--- src/rtl/imem_fetch_ctrl_pkg.sv ---
// Shared definitions for the instruction-fetch sequencer.
//   fetch_state_e     : FSM encodings (boot bubble, normal fetch, redirect bubble)
//   DEFAULT_RESET_PC  : default first fetch address after reset
//   PC_STEP           : byte increment between sequential instruction words
//   align_word()      : clears the byte-offset bits of an address
package imem_fetch_ctrl_pkg;

  typedef enum logic [1:0] {
    S_BOOT  = 2'd0,
    S_FETCH = 2'd1,
    S_REDIR = 2'd2
  } fetch_state_e;

  localparam logic [31:0] DEFAULT_RESET_PC = 32'h0000_0000;
  localparam logic [31:0] PC_STEP          = 32'd4;

  function automatic logic [31:0] align_word(input logic [31:0] addr);
    return addr & 32'hFFFF_FFFC;
  endfunction

endpackage

--- src/rtl/imem_fetch_ctrl_inst_fifo.sv ---
// Prefetch queue holding {pc, inst} pairs returned from instruction memory.
//   clk, rst_n            : clock, asynchronous active-low clear
//   flush                 : synchronous empty (wins over push and pop)
//   push, push_pc/inst    : write one entry at the tail
//   pop                   : drop the head entry (ignored when empty)
//   count                 : number of valid entries, 0..QDEPTH
//   head_valid/pc/inst    : head entry; pc/inst hold the last shown head when empty
module imem_fetch_ctrl_inst_fifo
  import imem_fetch_ctrl_pkg::*;
#(
  parameter int QDEPTH = 4,
  parameter int QW     = 2
) (
  input  logic          clk,
  input  logic          rst_n,
  input  logic          flush,
  input  logic          push,
  input  logic [31:0]   push_pc,
  input  logic [31:0]   push_inst,
  input  logic          pop,
  output logic [QW:0]   count,
  output logic          head_valid,
  output logic [31:0]   head_pc,
  output logic [31:0]   head_inst
);

  logic [63:0]   slots [QDEPTH];
  logic [QW-1:0] wr_ptr_q, wr_ptr_d;
  logic [QW-1:0] rd_ptr_q, rd_ptr_d;
  logic [QW:0]   count_q,  count_d;
  logic [63:0]   last_q,   last_d;
  logic          not_empty;
  logic          full;
  logic          do_push;
  logic          do_pop;
  logic [63:0]   head_entry;

  assign not_empty  = (count_q != '0);
  assign full       = (count_q == (QW+1)'(QDEPTH));
  assign do_pop     = pop & not_empty & ~flush;
  // A full queue may still accept a push when the head leaves in the same cycle.
  assign do_push    = push & ~flush & (~full | do_pop);
  // When empty the outputs keep showing the most recent head so decode sees no glitch.
  assign head_entry = not_empty ? slots[rd_ptr_q] : last_q;

  assign count      = count_q;
  assign head_valid = not_empty;
  assign head_pc    = head_entry[63:32];
  assign head_inst  = head_entry[31:0];

  always_comb begin
    wr_ptr_d = wr_ptr_q;
    rd_ptr_d = rd_ptr_q;
    count_d  = count_q;
    last_d   = last_q;
    if (not_empty) last_d = slots[rd_ptr_q];
    if (flush) begin
      wr_ptr_d = '0;
      rd_ptr_d = '0;
      count_d  = '0;
    end else begin
      if (do_push) wr_ptr_d = wr_ptr_q + 1'b1;
      if (do_pop)  rd_ptr_d = rd_ptr_q + 1'b1;
      case ({do_push, do_pop})
        2'b10:   count_d = count_q + 1'b1;
        2'b01:   count_d = count_q - 1'b1;
        default: count_d = count_q;
      endcase
    end
  end

  // Storage is never read while its entry is invalid, so it needs no reset.
  always_ff @(posedge clk) begin
    if (do_push) slots[wr_ptr_q] <= {push_pc, push_inst};
  end

  always_ff @(posedge clk or negedge rst_n) begin
    if (!rst_n) begin
      wr_ptr_q <= '0;
      rd_ptr_q <= '0;
      count_q  <= '0;
      last_q   <= '0;
    end else begin
      wr_ptr_q <= wr_ptr_d;
      rd_ptr_q <= rd_ptr_d;
      count_q  <= count_d;
      last_q   <= last_d;
    end
  end

endmodule

--- src/rtl/imem_fetch_ctrl.sv ---
// Instruction-fetch sequencer between the next-PC mux and a 1-cycle-latency
// instruction memory. Issues word reads, queues returned words with their PCs
// and hands them to decode over a valid/ready handshake.
//   Clk, Clrn             : clock, asynchronous active-low reset
//   MemReq, MemAddr       : memory read strobe and word-aligned byte address
//   MemInst               : word for the request issued in the previous cycle
//   Redirect, RedirectPc  : taken branch/jump; flushes the queue, restarts fetch
//   InstValid, InstReady  : decode handshake, head leaves when both are high
//   InstOut, InstPc       : head instruction word and its byte address
//   Level                 : queued entries, 0..QDEPTH
module imem_fetch_ctrl
  import imem_fetch_ctrl_pkg::*;
#(
  parameter logic [31:0] RESET_PC = DEFAULT_RESET_PC,
  parameter int          QDEPTH   = 4,
  parameter int          QW       = 2
) (
  input  logic          Clk,
  input  logic          Clrn,
  output logic          MemReq,
  output logic [31:0]   MemAddr,
  input  logic [31:0]   MemInst,
  input  logic          Redirect,
  input  logic [31:0]   RedirectPc,
  output logic          InstValid,
  input  logic          InstReady,
  output logic [31:0]   InstOut,
  output logic [31:0]   InstPc,
  output logic [QW:0]   Level
);

  fetch_state_e  state_q, state_d;
  logic [31:0]   fetch_pc_q, fetch_pc_d;
  logic [31:0]   req_pc_q, req_pc_d;
  logic          in_flight_q, in_flight_d;
  logic          issue;
  logic          flush;
  logic          resp_kill;
  logic          push;
  logic          pop;
  logic [QW+1:0] occupancy;
  logic          room;

  // Count the outstanding request so the queue can never be over-filled.
  assign occupancy = {1'b0, Level} + {{(QW+1){1'b0}}, in_flight_q};
  assign room      = (occupancy < (QW+2)'(QDEPTH));

  always_comb begin
    state_d     = state_q;
    fetch_pc_d  = fetch_pc_q;
    req_pc_d    = req_pc_q;
    in_flight_d = 1'b0;
    issue       = 1'b0;
    flush       = 1'b0;
    resp_kill   = 1'b0;
    case (state_q)
      S_BOOT:  state_d = S_FETCH;
      S_FETCH: begin
        if (!Redirect && room) begin
          issue       = 1'b1;
          req_pc_d    = fetch_pc_q;
          fetch_pc_d  = fetch_pc_q + PC_STEP;
          in_flight_d = 1'b1;
        end
      end
      S_REDIR: state_d = S_FETCH;
      default: state_d = S_BOOT;
    endcase
    // Memory latency is exactly one cycle, so the only response that can be
    // stale is the one arriving in the redirect cycle itself; kill it here.
    if (Redirect && state_q != S_BOOT) begin
      flush      = 1'b1;
      resp_kill  = in_flight_q;
      fetch_pc_d = align_word(RedirectPc);
      state_d    = S_REDIR;
    end
  end

  assign push    = in_flight_q & ~resp_kill;
  assign pop     = InstValid & InstReady;
  assign MemReq  = issue;
  assign MemAddr = fetch_pc_q;

  always_ff @(posedge Clk or negedge Clrn) begin
    if (!Clrn) begin
      state_q     <= S_BOOT;
      fetch_pc_q  <= RESET_PC;
      req_pc_q    <= '0;
      in_flight_q <= 1'b0;
    end else begin
      state_q     <= state_d;
      fetch_pc_q  <= fetch_pc_d;
      req_pc_q    <= req_pc_d;
      in_flight_q <= in_flight_d;
    end
  end

  imem_fetch_ctrl_inst_fifo #(
    .QDEPTH (QDEPTH),
    .QW     (QW)
  ) u_fifo (
    .clk        (Clk),
    .rst_n      (Clrn),
    .flush      (flush),
    .push       (push),
    .push_pc    (req_pc_q),
    .push_inst  (MemInst),
    .pop        (pop),
    .count      (Level),
    .head_valid (InstValid),
    .head_pc    (InstPc),
    .head_inst  (InstOut)
  );

endmodule
--- config.mk ---
export PLATFORM = sky130hd
export DESIGN_NAME = imem_fetch_ctrl
export DESIGN_NICKNAME = d
export VERILOG_FILES = /design/src/rtl/imem_fetch_ctrl_pkg.sv /design/src/rtl/imem_fetch_ctrl_inst_fifo.sv /design/src/rtl/imem_fetch_ctrl.sv
export SDC_FILE = /design/constraint.sdc
export NUM_CORES = 1
export LEC_CHECK = 0
export BUFFER_PORTS_ARGS = -buffer_cell sky130_fd_sc_hd__buf_4
export CAP_MARGIN = 20
export CORE_UTILIZATION = 52
export CTS_CLUSTER_SIZE = 30
export DETAILED_ROUTE_END_ITERATION = 8
export PLACE_DENSITY = 0.81
export RECOVER_POWER = 100
export SYNTH_ARGS = -nofsm -noshare
export SYNTH_HDL_FRONTEND = slang
export SYNTH_SLANG_ARGS = --single-unit
export TNS_END_PERCENT = 100
--- constraint.sdc ---
create_clock -name Clk -period 2.9 [get_ports Clk]
set_input_delay 0.435 -clock Clk [delete_from_list [all_inputs] [get_ports Clk]]
set_output_delay 0.435 -clock Clk [all_outputs]
set_load 0.1 [all_outputs]
Yosys cells after proc, flatten, opt, wreduce, memory -nomap -nowiden
Memories as Yosys holds them, arrays and structs flattened.
Index checks and enable logic that the tools add are counted.
Storage, ports and cells
  register bits after elaboration: 138
  memory bits (writable): 256
  bits of input ports: 68
  logic and storage cells: 64
  memories: 1
Cells by class
  $add $sub $neg: 6
  magnitude comparators: 1
  equality and inequality tests: 6
  mux-type cells: 18
  bitwise gates (word level): 10
  reduce and logical (&&, ||, !) cells: 14
Memories
  u_fifo.slots: words 4, bits a word 64, rd ports 1, clocked after Yosys merged registers in 0, wr ports 1, RTL line imem_fetch_ctrl_inst_fifo.sv:27  | logic [63:0] slots [QDEPTH];
Operators by type and width (count)
  2-to-1 mux 32 bit: 3
  2-to-1 mux 64 bit: 1
  adder 32 x 3 -> 32 bit (second input constant): 1
  2-to-1 mux 2 bit: 5
  nonzero test 2 bit: 5
  bitwise AND 1 bit: 6
  2-to-1 mux 1 bit: 6
  case mux 3 bit (2 select lines): 1
  nonzero test 3 bit: 2
  adder 2 x 1 -> 2 bit (second input constant): 2
  adder 3 x 1 -> 4 bit: 1
  == test 2 x 1 -> 1 bit (second input constant): 2
  == test 2 bit (second input constant): 2
  less-than comparator 4 x 3 -> 1 bit (second input constant): 1
  case mux 2 bit (2 select lines): 1
  AND reduction 2 bit: 2
  adder 3 x 1 -> 3 bit (second input constant): 1
  == test 3 bit (second input constant): 1
  2-to-1 mux 3 bit: 1
  NOT 1 bit: 3
  subtractor 3 x 1 -> 3 bit (second input constant): 1
  logical AND 1 bit: 2
  zero test 2 bit: 1
  != test 2 bit (second input constant): 1
  other kinds (3): 3

Longest topological paths before layout
  depth after elaboration: 10
  mapped depth: 12

Modules after synthesis
From an unflattened synthesis, not the netlist that was laid out.
Second synthesis, totals
  cells, all modules: 802
  area, all modules: 15285.9 sq um
Modules (own cells, without submodules)
  imem_fetch_ctrl_inst_fifo: times used 1, cells an instance 526, area each 12323.1 sq um, sequential area each 9464.1 sq um
  imem_fetch_ctrl: times used 1, cells an instance 276, area each 2962.8 sq um, sequential area each 1576.5 sq um

Worst setup path before layout
OpenSTA, ideal clock, no wires.
  kind: register to output
  from: register u_fifo.count_q[0], in the netlist u_fifo.count[0]
  to: output InstPc[21]
  arrival time: 3569 ps
  required time: 2465 ps
  setup slack: -1104 ps
  stages on the path, launching flop included: 8
  path buffers: 3
  cells stage by stage: dfrtp_1 > clkbuf_1 > nor3_1 > inv_1 > clkbuf_1 > buf_1 > nand2_1 > nand2_1
On the way
  cells in the longest elaborated chain, start to end: 2
Ends and longest elaborated chain
  start: declaration: RTL line imem_fetch_ctrl_inst_fifo.sv:30  | logic [QW:0] count_q, count_d;
  start signal: assignment: RTL line imem_fetch_ctrl_inst_fifo.sv:86  | count_q <= count_d;
  nonzero test 3 bit: RTL line imem_fetch_ctrl_inst_fifo.sv:38  | assign not_empty = (count_q != '0);
  via InstValid: RTL line imem_fetch_ctrl.sv:25  | output logic InstValid,
  2-to-1 mux 64 bit
  end: declaration: RTL line imem_fetch_ctrl.sv:28  | output logic [31:0] InstPc,
The timed path passes the listed nets, and every way through them passes these cells.

Worst setup path after layout
  from: register u_fifo.rd_ptr_q[1]
  to: output InstOut[19]
On the way
  cells in the longest elaborated chain, start to end: 2
Ends and longest elaborated chain
  start: declaration: RTL line imem_fetch_ctrl_inst_fifo.sv:29  | logic [QW-1:0] rd_ptr_q, rd_ptr_d;
  start signal: assignment: RTL line imem_fetch_ctrl_inst_fifo.sv:85  | rd_ptr_q <= rd_ptr_d;
  memory read (4 x 64 bit)
  2-to-1 mux 64 bit
  end: declaration: RTL line imem_fetch_ctrl.sv:27  | output logic [31:0] InstOut,
No other way between the ends.

==> metrics.yaml <==
sta:
  fin_crit_sh_pct: 96.7
  drv_slew: 64
  hold_violations: 0
  max_slew.worst_pin.slew_ns: 1.76
  maxSlewHeadroom_pct: -17.0
  period_needed_ns: 2.80
  setup_viol: 0
  fin_tns_setup_ns: 0
  grt_setup_unrepaired: "false"
  fmax_mhz: 357
  clock_skew_ns: 0.0144
run_status:
  outcome: "finished with violations"
  failed_checks: "capacitance limit, slew limit"
clock_tree:
  cts_tree: "built"
  clk_latency_ns: 0.52
  numCtsBuffers: 38
  cts_buffer_depth: 3
  clock-sinks: 382
  cts_root_buf: "clkbuf_16"
  htreeDepth: 2
  path_clk_slew_ns: 0.06
worst_setup_path:
  setup.worst_path.start_class: "register"
  arrival_ns: 2.37
  critical_path_required_ns: 2.47
  cp_max_fo: 34
  critical_path_class: "reg2out"
  end_kind: "output pin"
finish:
  syn_to_final_growth_pct: 18.9
  ff_latch_area_um2: 10800
  drive_gt1_share_pct: 21.0
  fillers: 2049
  layout.nets: 1255
  multi_input_area_um2: 3810
placed_design:
  port_buffers: 164
  hpwl_um: 19500
  gp_congestion: 0.842
synth:
  ys_seq_elements: 382
  synth_top_area_share_pct: 50.0
  avgSynthCellArea_um2: 14.7
  async_flop_share_pct: 35.1
  ys.flop_type: "edfxtp_1"
  synth_seq_area_share_pct: 72.5
  syn_area_um2: 14900
  synth_edf_count: 248
  synthTopCellsByArea: "edfxtp_1 50%, dfrtp_1 23%, mux4_2 9.4%"
  yosysWarnings: 0
  synthCells: 1010
  synth_top_cell_by_area: "edfxtp_1"
  ys_types: 53
route:
  wl_um: 32100
  vias: 8830
  vias_per_cell: 5.55
  drtIter0Drc: 856
  route.detailed.drc: 0
  wl_per_cell_um: 20.2
  final_antenna_net_count: 0
  dr.pass1.iters: 5
global_route:
  grt_usage_pct: 22.8
  antenna_found_initial: 3
  grt_pass1_vias: 9017
  grt_pass1_wl_um: 50100
  grt_max_degree: 65
  gr-total-overflow: 0
floorplan:
  num_rows: 61
  coreArea_um2: 28000
  dieArea_um2: 29300
  die_y_um: 171
  initial_core_util_pct: 53.2
  ioPinCount: 169
  die_w_um: 171
hold_path:
  holdCritPathClass: "in2reg"
run:
  cap_violations: 1
critical path: stages, from the launching register on:
cell and delay [ns]:
dfrtp_4 0.79, buf_12 0.26, mux4_2 0.33, nand2_1 0.12, nand2_1 0.09, buf_4 0.24
stage by stage:
step | util [%] | area, um2 | setup slack, ns | hold slack, ns | cells
after global placement | 59.3 | 16600 | 0.524 | 0.448 | 1516
after global routing | 63.2 | 17700 | 0.0134 | 0.122 | 1589
after floorplan | - | 14900 | 0.0104 | 0.139 | 1011
final | 63.2 | 17700 | 0.0956 | 0.116 | 1590
after CTS | 64.3 | 18000 | 0.0374 | 0.0970 | 1589
after detailed placement | 59.3 | 16600 | 0.493 | 0.453 | 1516
synth_stat cells (all sizes together), types with 2 or more instances:
library cell,instances
edfxtp,248
o22ai,8
nand4,10
a31oi,3
nor2b,3
nand2b,2
dfrtp,134
xnor2,14
nor4,6
mux2i,4
ha,5
nand3,16
and2,6
nor3,12
a21o,3
nor4b,2
nor2,28
or3,2
a21oi,14
and3,7
buf,22
a311oi,2
mux4,62
clkbuf,33
o21ai,28
inv,11
xor2,9
nand2,299
cell usage in the layout, fill, tap and decap left out, types with 3 or more instances in the layout:
| cell type | instances |
|---|---|
| xor2_1 | 9 |
| and2_4 | 4 |
| dfrtp_2 | 3 |
| edfxtp_1 | 248 |
| buf_4 | 54 |
| ha_1 | 5 |
| nand4_1 | 10 |
| clkbuf_1 | 75 |
| o21ai_0 | 25 |
| nor2b_1 | 3 |
| clkinv_1 | 5 |
| a31oi_1 | 3 |
| a21o_1 | 3 |
| buf_12 | 6 |
| nor2_1 | 28 |
| a21oi_1 | 14 |
| and3_1 | 7 |
| nor4_1 | 6 |
| dfrtp_1 | 129 |
| clkbuf_16 | 41 |
| nor3_1 | 10 |
| clkbuf_8 | 3 |
| inv_1 | 10 |
| clkbuf_4 | 49 |
| clkbuf_2 | 4 |
| mux2i_1 | 4 |
| bufinv_16 | 7 |
| o22ai_1 | 8 |
| clkinv_2 | 6 |
| xnor2_1 | 14 |
| nand3_1 | 16 |
| mux4_2 | 62 |
| nand2_1 | 297 |
final timing paths:
path	startpoint	endpoint	slack [ns]	cells after the start
max	u_fifo.rd_ptr_q[1]	InstOut[19]	0.1	5
min	RedirectPc[19]	MemAddr[19]	0.12	3
max reg2reg	u_fifo.count[2]	MemAddr[6]	0.51	8
min reg2reg	u_fifo.last_q[30]	u_fifo.last_q[30]	0.46	2
max in group asynchronous	Clrn	u_fifo.last_q[47]	0.54	4
min in group asynchronous	Clrn	req_pc_q[8]	0.92	2
what timing repair did:
action | CTS | global route
setup buffers | 2 | 0
hold buffers | 1 | 0
setup endpoints to repair | 5 | 20
resized for setup | 1 | 1
hold endpoints to repair | 61 | 0
state kept, by name (all words and copies together), names as in the netlist:
signal	count
state_q	2
u_fifo.last_q	64
u_fifo.rd_ptr_q	2
u_fifo.slots	248
in_flight_q	1
u_fifo.wr_ptr_q	2
MemAddr	30
req_pc_q	30
u_fifo.count	3
cells by family after synthesis:
family                     Yosys count  share of synthesized area, %
buffers and inverters               66                          1.85
AOI/OAI and AO/OA                   68                          2.76
xor gates and xnor gates            23                          1.35
other                                1                        0.0252
DFF                                382                          72.5
muxes                               66                          9.64
and+or+nand+nor                    398                          11.3
adders and majority gates            6                         0.554
metal layers:
layer	global-route usage, %	up-vias	routed length (um)
li1	-	4004	-
met1	30.9	4438	13300
met2	37.4	328	15700
met3	4.97	58	2400
met4	6.60	2	651
met5	0	-	14
layout make-up:
class	count	area share, %
well taps	378	2.67
inverters	11	0.233
multi-input cells	563	21.5
repair buffers	185	6.81
diodes	1	0.0141
flip-flops and latches	382	61.0
clock inverters	19	1.53
clock buffers	51	6.17
Power is left out: the tool's default activity adds up to more than one toggle a clock period on the data nets, which glitch-free logic cannot reach.
